`src/rtl/arith_seq_unit_pkg.sv`:
```
// Shared opcode encodings, FSM state encoding and small helpers for the
// sequential arithmetic core.
package arith_pkg;

    localparam logic [1:0] OP_ADD = 2'b00;
    localparam logic [1:0] OP_SUB = 2'b01;
    localparam logic [1:0] OP_MUL = 2'b10;
    localparam logic [1:0] OP_DIV = 2'b11;

    typedef logic [1:0] state_t;

    localparam state_t ST_IDLE   = 2'd0;
    localparam state_t ST_CALC   = 2'd1;
    localparam state_t ST_FINISH = 2'd2;

    // Multiply and non-zero divide need WIDTH steps; everything else is single-step.
    function automatic logic is_iterative(input logic [1:0] op, input logic b_zero);
        is_iterative = (op == OP_MUL) || ((op == OP_DIV) && !b_zero);
    endfunction

endpackage

```
`src/rtl/arith_iter_step.sv`:
```
// Combinational single-bit step: one shift-add multiply step or one
// restoring-division step on the shared 2*WIDTH work register.
module arith_iter_step
    import arith_pkg::*;
#(
    parameter int WIDTH = 8
) (
    input  logic [1:0]         op,
    input  logic [2*WIDTH-1:0] work,
    input  logic [WIDTH-1:0]   operand,
    output logic [2*WIDTH-1:0] work_next
);

    logic [WIDTH:0] mul_sum_s;
    logic [WIDTH:0] div_shift_s;
    logic [WIDTH:0] div_diff_s;

    // Multiply keeps {product high, multiplier} and shifts right; divide keeps
    // {partial remainder, dividend/quotient} and shifts left.
    always_comb begin
        mul_sum_s   = {1'b0, work[2*WIDTH-1:WIDTH]}
                    + (work[0] ? {1'b0, operand} : {(WIDTH+1){1'b0}});
        div_shift_s = work[2*WIDTH-1:WIDTH-1];
        div_diff_s  = div_shift_s - {1'b0, operand};
        work_next   = work;
        case (op)
            OP_MUL: begin
                work_next = {mul_sum_s, work[WIDTH-1:1]};
            end
            OP_DIV: begin
                if (div_shift_s >= {1'b0, operand}) begin
                    work_next = {div_diff_s[WIDTH-1:0], work[WIDTH-2:0], 1'b1};
                end else begin
                    work_next = {div_shift_s[WIDTH-1:0], work[WIDTH-2:0], 1'b0};
                end
            end
            default: begin
                work_next = work;
            end
        endcase
    end

endmodule

```
`src/rtl/arith_seq_unit.sv`:
```
// Multi-cycle add/sub/mul/div core with a start/done handshake and bounded,
// operand-independent latency.
module arith_seq_unit
    import arith_pkg::*;
#(
    parameter int WIDTH = 8
) (
    input  logic                 clk,
    input  logic                 reset,
    input  logic                 start,
    input  logic [1:0]           op,
    input  logic [WIDTH-1:0]     a,
    input  logic [WIDTH-1:0]     b,
    output logic                 busy,
    output logic                 done,
    output logic [2*WIDTH-1:0]   result,
    output logic [WIDTH-1:0]     remainder,
    output logic                 div_zero
);

    localparam int CW = $clog2(WIDTH) + 1;
    localparam logic [CW-1:0] LAST_ITER = CW'(WIDTH - 1);

    state_t                state_r;
    logic [1:0]            op_r;
    logic [WIDTH-1:0]      a_r;
    logic [WIDTH-1:0]      b_r;
    logic [2*WIDTH-1:0]    work_r;
    logic [CW-1:0]         cnt_r;
    logic                  busy_r;
    logic                  done_r;
    logic [2*WIDTH-1:0]    result_r;
    logic [WIDTH-1:0]      remainder_r;
    logic                  div_zero_r;

    logic                  accept_s;
    logic                  b_zero_s;
    logic                  last_s;
    logic [WIDTH-1:0]      step_operand_s;
    logic [2*WIDTH-1:0]    next_work_s;
    logic [2*WIDTH-1:0]    fin_result_s;
    logic [WIDTH-1:0]      fin_rem_s;
    logic                  fin_dz_s;

    arith_iter_step #(
        .WIDTH (WIDTH)
    ) u_step (
        .op        (op_r),
        .work      (work_r),
        .operand   (step_operand_s),
        .work_next (next_work_s)
    );

    // Handshake qualification and step control.
    always_comb begin
        accept_s       = start && (state_r != ST_CALC);
        b_zero_s       = (b_r == {WIDTH{1'b0}});
        last_s         = !is_iterative(op_r, b_zero_s) || (cnt_r == LAST_ITER);
        step_operand_s = (op_r == OP_MUL) ? a_r : b_r;
    end

    // Final values captured on the last CALC edge; mul/div use the last step's output.
    always_comb begin
        fin_result_s = {(2*WIDTH){1'b0}};
        fin_rem_s    = {WIDTH{1'b0}};
        fin_dz_s     = 1'b0;
        case (op_r)
            OP_ADD: begin
                fin_result_s = {{WIDTH{1'b0}}, a_r} + {{WIDTH{1'b0}}, b_r};
            end
            OP_SUB: begin
                fin_result_s = {{WIDTH{1'b0}}, a_r} - {{WIDTH{1'b0}}, b_r};
            end
            OP_MUL: begin
                fin_result_s = next_work_s;
            end
            OP_DIV: begin
                if (b_zero_s) begin
                    fin_result_s = {(2*WIDTH){1'b1}};
                    fin_rem_s    = a_r;
                    fin_dz_s     = 1'b1;
                end else begin
                    fin_result_s = {{WIDTH{1'b0}}, next_work_s[WIDTH-1:0]};
                    fin_rem_s    = next_work_s[2*WIDTH-1:WIDTH];
                end
            end
            default: begin
                fin_result_s = {(2*WIDTH){1'b0}};
            end
        endcase
    end

    // Control FSM, operand latches, shared work register and registered outputs.
    always_ff @(posedge clk) begin
        if (reset) begin
            state_r     <= ST_IDLE;
            op_r        <= 2'b00;
            a_r         <= {WIDTH{1'b0}};
            b_r         <= {WIDTH{1'b0}};
            work_r      <= {(2*WIDTH){1'b0}};
            cnt_r       <= {CW{1'b0}};
            busy_r      <= 1'b0;
            done_r      <= 1'b0;
            result_r    <= {(2*WIDTH){1'b0}};
            remainder_r <= {WIDTH{1'b0}};
            div_zero_r  <= 1'b0;
        end else begin
            case (state_r)
                ST_IDLE, ST_FINISH: begin
                    done_r <= 1'b0;
                    if (accept_s) begin
                        op_r    <= op;
                        a_r     <= a;
                        b_r     <= b;
                        work_r  <= {{WIDTH{1'b0}}, (op == OP_MUL) ? b : a};
                        cnt_r   <= {CW{1'b0}};
                        busy_r  <= 1'b1;
                        state_r <= ST_CALC;
                    end else begin
                        busy_r  <= 1'b0;
                        state_r <= ST_IDLE;
                    end
                end
                ST_CALC: begin
                    if (last_s) begin
                        result_r    <= fin_result_s;
                        remainder_r <= fin_rem_s;
                        div_zero_r  <= fin_dz_s;
                        cnt_r       <= {CW{1'b0}};
                        busy_r      <= 1'b0;
                        done_r      <= 1'b1;
                        state_r     <= ST_FINISH;
                    end else begin
                        work_r <= next_work_s;
                        cnt_r  <= cnt_r + {{(CW-1){1'b0}}, 1'b1};
                    end
                end
                default: begin
                    busy_r  <= 1'b0;
                    done_r  <= 1'b0;
                    state_r <= ST_IDLE;
                end
            endcase
        end
    end

    assign busy      = busy_r;
    assign done      = done_r;
    assign result    = result_r;
    assign remainder = remainder_r;
    assign div_zero  = div_zero_r;

endmodule

```
`config.mk`:
```
export PLATFORM = sky130hd
export DESIGN_NAME = arith_seq_unit
export DESIGN_NICKNAME = d
export VERILOG_FILES = /design/src/rtl/arith_seq_unit_pkg.sv /design/src/rtl/arith_iter_step.sv /design/src/rtl/arith_seq_unit.sv
export SDC_FILE = /design/constraint.sdc
export NUM_CORES = 1
export LEC_CHECK = 0
export ABC_AREA = 1
export BUFFER_PORTS_ARGS = -buffer_cell sky130_fd_sc_hd__buf_2
export CAP_MARGIN = 20
export CORE_UTILIZATION = 55
export CTS_CLUSTER_DIAMETER = 200
export DETAILED_ROUTE_END_ITERATION = 8
export PLACE_DENSITY = 0.81
export RECOVER_POWER = 25
export SETUP_SLACK_MARGIN = 0.4
export SLEW_MARGIN = 25
export SYNTH_ARGS = -nofsm -noshare
export SYNTH_HDL_FRONTEND = slang
export SYNTH_SLANG_ARGS = --single-unit
```
`constraint.sdc`:
```
create_clock -name clk -period 3.1 [get_ports clk]
set_input_delay 0 -clock clk [delete_from_list [all_inputs] [get_ports clk]]
set_output_delay 0 -clock clk [all_outputs]
set_load 0.01 [all_outputs]
```
==> summary.txt <==
Place
  – PortBufs: 47
  – GP Congestion: 1.01
  – Dpl hpwl: 12.1 mm
  – Pre-CTS setup slack: 228 ps

Timing
  – Final Max Tran Viols: 0
  – Final setup TNS: 0 ps
  – Slack of the critical path: 502 ps
  – Final Setup Violations: 0
  – Hold WS: ~16 ps
  – Tmin final: 2600 ps
  – Slew margin rel.: between 30% and 40%
  – Worst Skew: 16.8 ps
  – Worst-margin pin slew: 915 ps
  – Period utilization: 83.8%
  – RSZ-0062 raised after global routing: yes
  – Final Hold Fails: 0
  – Peak Freq: 385 MHz

Worst setup path
  – Worst Reg2Reg Path Length in Cells: 14
  – CP Max Fanout: 14
  – Worst setup EP type: register
  – WS Path Type: register to register
  – Worst EP arrival: 2840 ps
  – Critical path launch point type: register
  – Worst EP required: 3340 ps

Run
  – Max-cap viol count: 0

Route
  – DR vias: 5431
  – Drt first-iter violations: 624
  – Routed length per instance: 17.6 um
  – Router iterations before antenna repair: 5
  – Final WL: 16.3 mm
  – Vias per std cell: 5.88
  – Post-route ant nets: 0
  – DRC Markers: 0

Floorplan
  – Number of cell rows: 34
  – Full die area: 0.00942 sq mm
  – Die W: 97.0 um
  – I/O Pins: 48
  – Core footprint: 0.00872 sq mm
  – Initial Utilization: approximately 57%
  – DIE HEIGHT: 97.0 um

CTS
  – Worst skew pair latency: 360 ps
  – CTS Buffer Depth: 2
  – CTS tree: yes
  – Clk root buf: clkbuf_8
  – H-tree levels: 3
  – CTS buffer count: 9
  – CTS sink cnt: 67
  – Clk slew on worst S/H paths: 90 ps

Cells and area
  – Area growth from synthesis to layout: 15.0%
  – Layout fillers: 762
  – Antenna Cells: 0
  – Area of the multi-input gates: 0.00314 sq mm
  – Seq. cell area: 0.00134 sq mm
  – Layout cells sized above 1: between 10% and 20%
  – Nets@finish: 869
  – Commonest cells after routing, fill and taps aside: 159 x nand2_1, 84 x inv_1, 81 x a21oi_1, 68 x nand3_1, 66 x dfxtp_1
  – Leading cell type in the layout, fill and taps excluded: nand2_1

Yosys
  – Post-Syn Area: just under 0.005 sq mm
  – Ys Warns: 0
  – Mean post-synth cell area: approximately 6.6 sq um
  – Count of cell types in the netlist: 44
  – Register area share after synthesis: 27.0%
  – Synth top area cells: dfxtp_1 27%, nand2_1 12%, ha_1 8.3%, a21oi_1 8.2%, nand3_1 7.0%
  – Synth area leader: dfxtp_1
  – Post-synth net total: between 800 and 900
  – FF+latch count, synth: 67
  – Synthesized instance count: 754
  – Yosys top cell area share: 27.0%

Global route
  – Total congestion overflow: 0
  – Global-route wire length before repair: 25.6 mm
  – Vias in the first global route: 5010
  – Initial antenna violation count: 0
  – Largest net degree at the start of global routing: 35
  – Total Routing Usage GR: 34.7%

Hold path
  – Worst Hold Class: input port to register
  – Hold path depth: 3

Outcome
  – Status: finished, final reports clean

Power and ir drop
  – Leakage power: 2.65 nW
  – Worst VDD drop: about 0.27 mV
  – Tot Pwr: 0.00271 W
  – Pwr dens: 475 mW/mm^2
## registers in the layout (all words and copies together) (netlist names)
register / flops
work_r: 16
cnt_r: 4
remainder: 8
a_r: 8
div_zero: 1
state_r: 2
result: 16
done: 1
b_r: 8
op_r: 2
busy: 1
## cells by family (layout without fill, tap and decap cells)
logic type               after synthesis  count (layout)  synth area share, %
AND/OR/NAND/NOR                      334             334                 30.1
flip-flops                            67              67                 27.0
AO/OA/AOI/OAI                        181             181                 20.6
adder cells (fa/ha/maj)               37              37                 9.92
XOR/XNOR                              10              10                 1.76
buffers and inverters                125             187                 10.7
## cells in the mapped netlist (all sizes together)
cell type	count
a21boi	2
o22a	4
a21oi	90
a2bb2oi	2
clkinv	4
nand4	16
nand3	70
clkbuf	12
nand3b	4
o21ai	64
nand2b	1
buf	18
xor2	7
o221ai	4
a31oi	3
o31a	1
nor3	2
o22ai	5
o21bai	1
or2	6
nor2	63
ha	33
a22oi	2
inv	91
dfxtp	67
xnor2	3
o21a	3
fa	4
nand2	172
## area by class of cell
type | count | share of cell area [%]
inverters | 95 | 6.33
repair buffers | 76 | 8.17
well taps | 108 | 2.37
flip-flops and latches | 67 | 23.5
clock buffers | 10 | 2.23
clock inverters | 6 | 2.41
multi-input cells | 562 | 55.0
## through the flow
stage                     instances  util (%)  cell area [sq um]
after floorplan                 754         -               4970
after global placement          891      60.3               5260
after detailed placement        891      60.3               5260
after CTS                       921      65.1               5680
after global routing            924      65.5               5710
final                           924      65.5               5710
## worst paths after layout
check,startpoint,endpoint,slack (ps)
hold reg to reg,result[9]$_SDFFE_PP0P_,result[9]$_SDFFE_PP0P_,460
setup reg to reg,op_r[0]$_SDFFE_PP0P_,result[10]$_SDFFE_PP0P_,500
setup / recovery,op_r[0]$_SDFFE_PP0P_,result[10]$_SDFFE_PP0P_,500
hold / removal,a[5],a_r[5]$_SDFFE_PP0P_,20
## what timing repair did
item                                    CTS  global route
pin swaps                                 1             1
hold buffers                             12             0
endpoints found under the setup margin   19            22
resized for setup                         1            15
setup buffers                             2             3
hold endpoints to repair                 12             0
## routing by layer
| metal | wire length, um | track usage [%] |
|---|---|---|
| met1 | 6790 | 46.1 |
| met2 | 7190 | 53.4 |
| met3 | 1810 | 10.2 |
| met4 | 490 | 12.2 |
| met5 | 0 | 0 |
## worst max-delay path, cell delays in order (launching register included)
cell and delay, ps:
dfxtp_2 360, inv_2 100, nand2_4 80, buf_12 160
nand2_1 50, o21ai_0 80, buf_4 150, nor2_1 140
ha_1 340, nand3_1 130, nand3_1 120, xnor2_1 370
nor2_1 70, o21ai_0 230, a21oi_1 100
## power by group
| group | switching (W) | leakage (nW) | internal, W |
|---|---|---|---|
| Sequential | 0.0000422 | 0.548 | 0.000907 |
| Clock | 0.000371 | 0.131 | 0.000619 |
| Combinational | 0.000508 | 1.97 | 0.000266 |
| Total | 0.000922 | 2.65 | 0.00179 |
Note: power is estimated with default switching activity, not from simulation.
